**config.mk**
```make
export PLATFORM = sky130hd
export DESIGN_NAME = sys_mng_drp_responder_flat
export DESIGN_NICKNAME = d
export VERILOG_FILES = /design/src/rtl/sys_mng_drp_pkg.sv /design/src/rtl/sys_mng_drp_responder_if.sv /design/src/rtl/sys_mng_minmax_track.sv /design/src/rtl/sys_mng_drp_responder.sv /design/src/flat_wrapper.sv
export SDC_FILE = /design/constraint.sdc
export NUM_CORES = 2
export LEC_CHECK = 0
export CORE_UTILIZATION = 55
export DETAILED_ROUTE_END_ITERATION = 8
export MAX_ROUTING_LAYER = met4
export PLACE_DENSITY = 0.74
export SLEW_MARGIN = 20
export SYNTH_ARGS = -nofsm -noshare
export SYNTH_HDL_FRONTEND = slang
export SYNTH_HIERARCHICAL = 1
export SYNTH_SLANG_ARGS = --single-unit
```
**constraint.sdc**
```tcl
create_clock -name CLK -period 53 [get_ports CLK]
set_clock_uncertainty 0.15 [all_clocks]
set_input_delay 10.6 -clock CLK [delete_from_list [all_inputs] [get_ports CLK]]
set_output_delay 10.6 -clock CLK [all_outputs]
set_load 0.005 [all_outputs]
```
**src/rtl/sys_mng_drp_pkg.sv**
```systemverilog
// Shared definitions for the system-monitor DRP responder: register map, FSM states, min/max reset values.
package sys_mng_drp_pkg;

  localparam logic [7:0] ADDR_TEMP     = 8'h00;
  localparam logic [7:0] ADDR_VCCINT   = 8'h01;
  localparam logic [7:0] ADDR_VCCAUX   = 8'h02;
  localparam logic [7:0] ADDR_VCCBRAM  = 8'h06;
  localparam logic [7:0] ADDR_MAX_BASE = 8'h20;
  localparam logic [7:0] ADDR_MIN_BASE = 8'h24;
  localparam logic [7:0] ADDR_CFG_BASE = 8'h40;

  localparam logic [15:0] MIN_RESET = 16'hFFFF;
  localparam logic [15:0] MAX_RESET = 16'h0000;

  typedef enum logic {
    IDLE = 1'b0,
    WAIT = 1'b1
  } drp_state_t;

  // The config window starts on a 64-word boundary, so bits [5:0] are the word index.
  function automatic logic is_cfg_addr(input logic [7:0] addr, input int depth);
    return (addr[7:6] == ADDR_CFG_BASE[7:6]) && (int'(addr[5:0]) < depth);
  endfunction

endpackage

```
**src/rtl/sys_mng_drp_responder_if.sv**
```systemverilog
// DRP bus between the sensor-poll controller (master) and the register-map responder (slave).
interface sys_mng_drp_responder_if;
  logic [7:0]  DRP_ADDR;
  logic [15:0] DRP_DI;
  logic        DRP_EN;
  logic        DRP_WE;
  logic [15:0] DRP_DO;
  logic        DRP_RDY;

  modport master (
    output DRP_ADDR, DRP_DI, DRP_EN, DRP_WE,
    input  DRP_DO, DRP_RDY
  );

  modport slave (
    input  DRP_ADDR, DRP_DI, DRP_EN, DRP_WE,
    output DRP_DO, DRP_RDY
  );
endinterface

```
**src/rtl/sys_mng_minmax_track.sv**
```systemverilog
// One measurement channel: live value plus running unsigned max/min, updated on each valid strobe.
module sys_mng_minmax_track
  import sys_mng_drp_pkg::*;
(
  input  logic        CLK,
  input  logic        RESET,
  input  logic        i_valid,
  input  logic [15:0] i_sample,
  output logic [15:0] o_cur,
  output logic [15:0] o_max,
  output logic [15:0] o_min
);

  logic [15:0] r_cur;
  logic [15:0] r_max;
  logic [15:0] r_min;

  always_ff @(posedge CLK or posedge RESET) begin
    if (RESET) begin
      r_cur <= 16'h0000;
      r_max <= MAX_RESET;
      r_min <= MIN_RESET;
    end else if (i_valid) begin
      r_cur <= i_sample;
      if (i_sample > r_max) r_max <= i_sample;
      if (i_sample < r_min) r_min <= i_sample;
    end
  end

  assign o_cur = r_cur;
  assign o_max = r_max;
  assign o_min = r_min;

endmodule

```
**src/rtl/sys_mng_drp_responder.sv**
```systemverilog
// DRP slave emulating the system-monitor register map: live/min/max sensor registers plus a config RAM,
// answering each accepted request with a single DRP_RDY pulse RDY_LATENCY cycles later.
module sys_mng_drp_responder
  import sys_mng_drp_pkg::*;
#(
  parameter int RDY_LATENCY = 4,
  parameter int CFG_DEPTH   = 64
) (
  input  logic                   CLK,
  input  logic                   RESET,
  sys_mng_drp_responder_if.slave drp,
  input  logic                   MEAS_VALID,
  input  logic [15:0]            MEAS_TEMP,
  input  logic [15:0]            MEAS_VCCINT,
  input  logic [15:0]            MEAS_VCCAUX,
  input  logic [15:0]            MEAS_VCCBRAM,
  output logic                   PROTO_ERR
);

  localparam logic [3:0] LAT_LOAD = 4'(RDY_LATENCY - 1);

  logic [15:0] w_samp [4];
  logic [15:0] w_cur  [4];
  logic [15:0] w_max  [4];
  logic [15:0] w_min  [4];

  assign w_samp[0] = MEAS_TEMP;
  assign w_samp[1] = MEAS_VCCINT;
  assign w_samp[2] = MEAS_VCCAUX;
  assign w_samp[3] = MEAS_VCCBRAM;

  for (genvar g = 0; g < 4; g++) begin : g_ch
    sys_mng_minmax_track u_trk (
      .CLK      (CLK),
      .RESET    (RESET),
      .i_valid  (MEAS_VALID),
      .i_sample (w_samp[g]),
      .o_cur    (w_cur[g]),
      .o_max    (w_max[g]),
      .o_min    (w_min[g])
    );
  end

  drp_state_t  r_state;
  logic [3:0]  r_cnt;
  logic [15:0] r_snap;
  logic [15:0] r_do;
  logic        r_rdy;
  logic        r_perr;
  // Sized to the full window; words at or above CFG_DEPTH are never written and stay at reset.
  logic [15:0] r_cfg [64];

  logic        w_cfg_hit;
  logic [15:0] w_rd_dat;
  logic [15:0] w_resp;

  assign w_cfg_hit = is_cfg_addr(drp.DRP_ADDR, CFG_DEPTH);

  always_comb begin
    w_rd_dat = 16'h0000;
    case (drp.DRP_ADDR)
      ADDR_TEMP:             w_rd_dat = w_cur[0];
      ADDR_VCCINT:           w_rd_dat = w_cur[1];
      ADDR_VCCAUX:           w_rd_dat = w_cur[2];
      ADDR_VCCBRAM:          w_rd_dat = w_cur[3];
      ADDR_MAX_BASE:         w_rd_dat = w_max[0];
      ADDR_MAX_BASE + 8'd1:  w_rd_dat = w_max[1];
      ADDR_MAX_BASE + 8'd2:  w_rd_dat = w_max[2];
      ADDR_MAX_BASE + 8'd3:  w_rd_dat = w_max[3];
      ADDR_MIN_BASE:         w_rd_dat = w_min[0];
      ADDR_MIN_BASE + 8'd1:  w_rd_dat = w_min[1];
      ADDR_MIN_BASE + 8'd2:  w_rd_dat = w_min[2];
      ADDR_MIN_BASE + 8'd3:  w_rd_dat = w_min[3];
      default: begin
        if (w_cfg_hit) w_rd_dat = r_cfg[drp.DRP_ADDR[5:0]];
      end
    endcase
  end

  assign w_resp = drp.DRP_WE ? 16'h0000 : w_rd_dat;

  // Counter reaching 1 schedules the RDY pulse; the RDY cycle itself sees 0 and returns to IDLE.
  always_ff @(posedge CLK or posedge RESET) begin
    if (RESET) begin
      r_state <= IDLE;
      r_cnt   <= 4'd0;
      r_snap  <= 16'h0000;
      r_do    <= 16'h0000;
      r_rdy   <= 1'b0;
      r_perr  <= 1'b0;
      for (int i = 0; i < 64; i++) r_cfg[i] <= 16'h0000;
    end else begin
      r_perr <= drp.DRP_EN && (r_state == WAIT);
      r_rdy  <= 1'b0;
      r_do   <= 16'h0000;
      case (r_state)
        IDLE: begin
          if (drp.DRP_EN) begin
            r_snap  <= w_resp;
            r_cnt   <= LAT_LOAD;
            r_state <= WAIT;
            if (drp.DRP_WE && w_cfg_hit) r_cfg[drp.DRP_ADDR[5:0]] <= drp.DRP_DI;
            if (RDY_LATENCY == 1) begin
              r_rdy <= 1'b1;
              r_do  <= w_resp;
            end
          end
        end
        WAIT: begin
          if (r_cnt == 4'd0) begin
            r_state <= IDLE;
          end else begin
            r_cnt <= r_cnt - 4'd1;
            if (r_cnt == 4'd1) begin
              r_rdy <= 1'b1;
              r_do  <= r_snap;
            end
          end
        end
        default: r_state <= IDLE;
      endcase
    end
  end

  assign drp.DRP_DO  = r_do;
  assign drp.DRP_RDY = r_rdy;
  assign PROTO_ERR   = r_perr;

endmodule
```
**src/flat_wrapper.sv**
```systemverilog
// flat-port wrapper written by rule: the top's interface ports become plain ports
module sys_mng_drp_responder_flat import sys_mng_drp_pkg::*;
#(
  parameter int RDY_LATENCY = 4,
  parameter int CFG_DEPTH   = 64
)
  (CLK, RESET, MEAS_VALID, MEAS_TEMP, MEAS_VCCINT, MEAS_VCCAUX, MEAS_VCCBRAM, PROTO_ERR, drp_DRP_ADDR, drp_DRP_DI, drp_DRP_EN, drp_DRP_WE, drp_DRP_DO, drp_DRP_RDY);
  sys_mng_drp_responder_if drp_i ();
  input  logic CLK;
  input  logic RESET;
  input  logic MEAS_VALID;
  input  logic [15:0] MEAS_TEMP;
  input  logic [15:0] MEAS_VCCINT;
  input  logic [15:0] MEAS_VCCAUX;
  input  logic [15:0] MEAS_VCCBRAM;
  output logic PROTO_ERR;
  input wire logic [$bits(drp_i.DRP_ADDR)-1:0] drp_DRP_ADDR;
  input wire logic [$bits(drp_i.DRP_DI)-1:0] drp_DRP_DI;
  input wire logic [$bits(drp_i.DRP_EN)-1:0] drp_DRP_EN;
  input wire logic [$bits(drp_i.DRP_WE)-1:0] drp_DRP_WE;
  output wire logic [$bits(drp_i.DRP_DO)-1:0] drp_DRP_DO;
  output wire logic [$bits(drp_i.DRP_RDY)-1:0] drp_DRP_RDY;
  assign drp_i.DRP_ADDR = drp_DRP_ADDR;
  assign drp_i.DRP_DI = drp_DRP_DI;
  assign drp_i.DRP_EN = drp_DRP_EN;
  assign drp_i.DRP_WE = drp_DRP_WE;
  assign drp_DRP_DO = drp_i.DRP_DO;
  assign drp_DRP_RDY = drp_i.DRP_RDY;
  sys_mng_drp_responder #(.RDY_LATENCY(RDY_LATENCY), .CFG_DEPTH(CFG_DEPTH)) u_core (.CLK(CLK), .RESET(RESET), .drp(drp_i), .MEAS_VALID(MEAS_VALID), .MEAS_TEMP(MEAS_TEMP), .MEAS_VCCINT(MEAS_VCCINT), .MEAS_VCCAUX(MEAS_VCCAUX), .MEAS_VCCBRAM(MEAS_VCCBRAM), .PROTO_ERR(PROTO_ERR));
endmodule
```
Word level (Yosys, flattened, before mapping):

Index checks and enable logic that the tools add are counted.

* add/subtract/negate cells: 1
* bitwise operators: 2
* eq/ne operators: 15
* mux-type cells: 21
* magnitude comparators: 10
* reductions and logical operators: 16

Operators by type and width (count)
* $bwmux W1024: 1
* $pmux W16 S12: 1
* $mux W16: 8
* $bmux W16 S6: 1
* $demux W16 S6: 1
* $eq A8 B6 Y1 const B: 8
* $gt A16 B16 Y1: 4
* $lt A16 B16 Y1: 4
* $reduce_and A2 Y1: 10
* $eq A8 B1 Y1 const B: 1
* $eq A8 B2 Y1 const B: 1
* $eq A8 B3 Y1 const B: 1
* $logic_not A8 Y1: 1
* $mux W4: 2
* $pmux W4 S2: 1
* $ge A7 B7 Y1 const B: 1
* $lt A7 B1 Y1 const B: 1
* $not A6 Y7: 1
* $mux W1: 5
* $eq A4 B1 Y1 const B: 1
* $logic_not A4 Y1: 1
* $ne A2 B2 Y1 const B: 2
* $sub A4 B1 Y4 const B: 1
* $logic_and A1 B1 Y1: 3
* 4 further kinds: 4

* bits in registers: 1255
* input port bits: 93
* output and inout bits: 18

Depth between registers and ports, before layout:

* depth after elaboration: 7
* mapped depth: 11
* depth with buffers taken out: 7

Modules after synthesis:

Netlist, hierarchy kept.

Modules (own cells, without submodules)
* sys_mng_drp_responder: instances 1, sequential area each 26600.5 µm², area an instance 50394.6 µm², cells each 3480
* sys_mng_minmax_track: instances 4, sequential area each 1221.2 µm², area an instance 2690.1 µm², cells each 212

Worst setup path after synthesis:

No wires, ideal clock.

* path type: input to register
* start point: input port drp_DRP_ADDR[3]
* end point: register u_core.r_snap[1]
* library setup time: 0.134 ns
* data arrival time: 12.373 ns
* stages: 9
* data required time: 52.716 ns
* path slack: 40.343 ns
* cells stage by stage: buf_4 -> buf_2 -> buf_2 -> clkbuf_1 -> mux4_2 -> mux2i_1 -> nor2_1 -> nor4_1 -> a22oi_1

* word-level cells in the longest chain between the ends: 7

Ends and longest elaborated chain
* start, declared: RTL line flat_wrapper.sv:17 `input wire logic [$bits(drp_i.DRP_ADDR)-1:0] drp_DRP_ADDR;`
* $not A6 Y7 (implied by the code): RTL line sys_mng_drp_responder.sv:75 `if (w_cfg_hit) w_rd_dat = r_cfg[drp.DRP_ADDR[5:0]];`
* $bmux W16 S6: RTL line sys_mng_drp_responder.sv:75
* $mux W16 (implied by the code) (2 in a row): RTL line sys_mng_drp_responder.sv:75
* $mux W16: RTL line sys_mng_drp_responder.sv:75
* $pmux W16 S12 *: RTL line sys_mng_drp_responder.sv:61 `case (drp.DRP_ADDR)`
* $mux W16 *: RTL line sys_mng_drp_responder.sv:80 `assign w_resp = drp.DRP_WE ? 16'h0000 : w_rd_dat;`
* end signal, assigned: RTL line sys_mng_drp_responder.sv:99 `r_snap <= w_resp;`
* end, declared: RTL line sys_mng_drp_responder.sv:46 `logic [15:0] r_snap;`

Mark *: on every way between the ends. The rest lies on a longest branch, timed or not. The select of a mux whose other input is x is not followed.
A chain may end at the register's enable or synchronous reset.

Worst setup path after layout:

* start point: input port drp_DRP_ADDR[0]
* end point: register u_core/r_cfg[900] (netlist bit)

* word-level cells in the longest chain between the ends: 6

Ends and longest elaborated chain
* $not A6 Y7 (implied by the code) *: RTL line sys_mng_drp_responder.sv:102 `if (drp.DRP_WE && w_cfg_hit) r_cfg[drp.DRP_ADDR[5:0]] <= drp.DRP_DI;`
* $ge A7 B7 Y1 (implied by the code) / $lt A7 B1 Y1 (equally long branches): RTL line sys_mng_drp_responder.sv:102
* $logic_and A1 B1 Y1 (implied by the code): RTL line sys_mng_drp_responder.sv:102
* $mux W16 (implied by the code): RTL line sys_mng_drp_responder.sv:102
* $demux W16 S6 *: RTL line sys_mng_drp_responder.sv:102
* $bwmux W1024 *: RTL line sys_mng_drp_responder.sv:102
* end signal, assigned by index: RTL line sys_mng_drp_responder.sv:102
* end, declared: RTL line sys_mng_drp_responder.sv:51 `logic [15:0] r_cfg [64];`

Mark *: on every way between the ends. The rest lies on a longest branch, timed or not.

==> out/qor.yml <==
status: "finished clean"
htree_num_levels: 4
core_region_area_sq_mm: 0.110
nets: 4540
hpwl_um: 111000
port_buffers: 110
tightest_slew_ps: 1450
maxCapViolCount: 0
hold_viol_final: 0
die_w_um: 335
synth_top_cell_by_area: "dfrtp_1"
synth_edf_count: 0
required_ps: 53470
cts_tree: "built"
holdWs_ps: 346
grt_antenna_before_repair: 9
clk_pin_slew_ps: 60
total_power_mw: 2.46
drtAntennaViolNets: 0
dieHeight_um: 335
synth_commonest_cells: "1192 x mux2_2, 1191 x dfrtp_1, 185 x mux4_2, 182 x mux2i_1, 144 x clkbuf_1"
avgSynthCellArea_sq_um: 14.1
power_density_mw_per_mm2: 36.5
gp_congestion: 0.974
drt_first_iter_violations: 3950
synthCells: 4328
detail_route.wl_per_cell_um: 29.1
critPathMaxFanout: 79
final.period_utilization_pct: 28.3
async_flop_share_pct: 100
insertion_delay_ps: 750
viasPerCell: 6.52
endpoint_kind: "flop"
ys_seq_area_share_pct: 51.5
rows: 121
final_core_util_pct: 61.5
synth_ff_type: "dfrtp_1"
peakVddDrop_v: 0.0000312
numCtsBuffers: 135
drt_wl_total_um: 172000
vias: 38509
crit_type: "in -> reg"
setup_viol: 0
grt_setup_unrepaired: "no"
grt_pass1_vias: 38894
synth_area_sq_mm: 0.0612
drc_errors: 0
areaGrowthSynthToFinish_pct: 10.2
dieArea_sq_mm: 0.113
ctsResizeCount: 0
grt_pass1_wl_um: 259000
fillers: 8233
synth_warnings: 6
dr.pass1.iters: 6
grt.total_usage_pct: 32.0
yosys-top-cells-area: "dfrtp_1 49%, mux2_2 22%, mux4_2 6.8%"
cts_setup_buffers: 0
fin_tns_setup_ps: 0
synth.most_common_cell: "mux2_2"
synth_seq_cells: 1255
initial_core_util_pct: 55.8
max_freq_mhz: 66.8
root_buffer: "clkbuf_16"
pin_count: 111
drv_slew: 0
hold_path.class: "reg -> reg"
grt.overflow.total: 0
clock_sinks: 1255
startpoint_type: "primary input"
leakagePower_nw: 32.4
drive_gt1_share_pct: 42.7
arrival_ps: 15450
grt_max_degree: 99
netlist.area_leader.share_pct: 48.7
ys_types: 90
timing.final.crit_period_ps: 14980
slew_headroom_pct: 2.35
clockBufferDepth: 3
syn-num-nets: 4548
postCtsHoldBufs: 0
-- kinds of logic (layout without fill, tap and decap cells) --
group | after synthesis | count (layout) | share of synthesized area, %
flops | 1255 | 1255 | 51.5
buf+inv | 468 | 565 | 3.77
mux | 1609 | 1609 | 33.1
simple gates | 470 | 470 | 4.27
other cells | 0 | 7 | 0
fa+ha+maj | 127 | 127 | 2.60
compound gates | 397 | 397 | 4.72
xor+xnor | 2 | 2 | 0.0286
-- power by group --
group / internal (mW) / total (mW) / switching [mW]
Clock: 0.551 / 0.940 / 0.390
Combinational: 0.179 / 0.392 / 0.213
Sequential: 1.05 / 1.12 / 0.0739
-- per-stage QoR --
| stage | area, sq um | setup slack, ps | cells |
|---|---|---|---|
| floorplan | 61200 | 12330 | 4328 |
| global placement | 62900 | 37350 | 5658 |
| detailed placement | 62900 | 37290 | 5658 |
| CTS | 67300 | 38070 | 5900 |
| global route | 67400 | 37820 | 5906 |
| finish | 67400 | 38020 | 5908 |
-- flip-flops by register name (all words and copies together) (netlist names) --
signal and cells:
u_core/r_cfg 1024, u_core/g_ch.u_trk/o_cur 64, u_core/g_ch.u_trk/o_max 64, u_core/g_ch.u_trk/o_min 64, u_core/drp.DRP_DO 16, u_core/r_snap 16
u_core/r_cnt 4, u_core/PROTO_ERR 1, u_core/drp.DRP_RDY 1, u_core/r_state 1
-- cell type report --
class | instances | area, sq um | share of cell area (%)
inverter | 136 | 523 | 0.776
clock buffer | 209 | 4080 | 6.06
antenna | 7 | 17.5 | 0.0260
sequential | 1255 | 31500 | 46.7
multi-input combinational | 2605 | 27400 | 40.7
timing repair buffer | 187 | 1630 | 2.42
clock inverter | 33 | 337 | 0.500
tap | 1476 | 1850 | 2.74
-- critical path, cell delays in order --
cell and delay (ps):
buf_8 540, buf_4 890, buf_4 670, buf_4 710, nand2_2 360, nor2_1 550, nand2_2 530, mux2_2 430
-- worst paths after layout --
check,start,end,slack [ps],cells after the start
worst max-delay path,drp_DRP_ADDR[0],u_core/r_cfg[900],38020,8
worst min-delay path,u_core/r_cfg[747],u_core/r_cfg[747],350,1
worst max register to register,u_core/r_state,u_core/r_cfg[754],49530,5
worst min register to register,u_core/r_cfg[747],u_core/r_cfg[747],350,1
max in group asynchronous,RESET,u_core/r_cfg[12],38950,5
min in group asynchronous,RESET,u_core/drp.DRP_DO[14],10670,2
-- per-layer routing --
metal,vias up,routed length [um],GRT usage [%]
met5,-,0,-
met4,0,7570,13.0
met3,433,14100,7.04
met2,1676,79600,47.8
met1,20373,70600,42.7
li1,16027,-,-
-- cells in the final DEF, fill, tap and decap left out, drive strengths merged, types with 11 or more instances in the layout --
cell type and instances:
a211oi 11, a21oi 80, a221oi 36, a22o 11, a22oi 88, and2 26, buf 99, clkbuf 209
clkdlybuf4s50 88, clkinv 25, dfrtp 1191, dfstp 64, ha 127, inv 137, mux2 1233, mux2i 182
mux4 194, nand2 164, nand2b 11, nand3 38, nand4 44, nor2 83, nor2b 13, nor3 42
nor4 16, o211ai 22, o21ai 63, o22ai 19
Power figures use the tool's default switching activity.
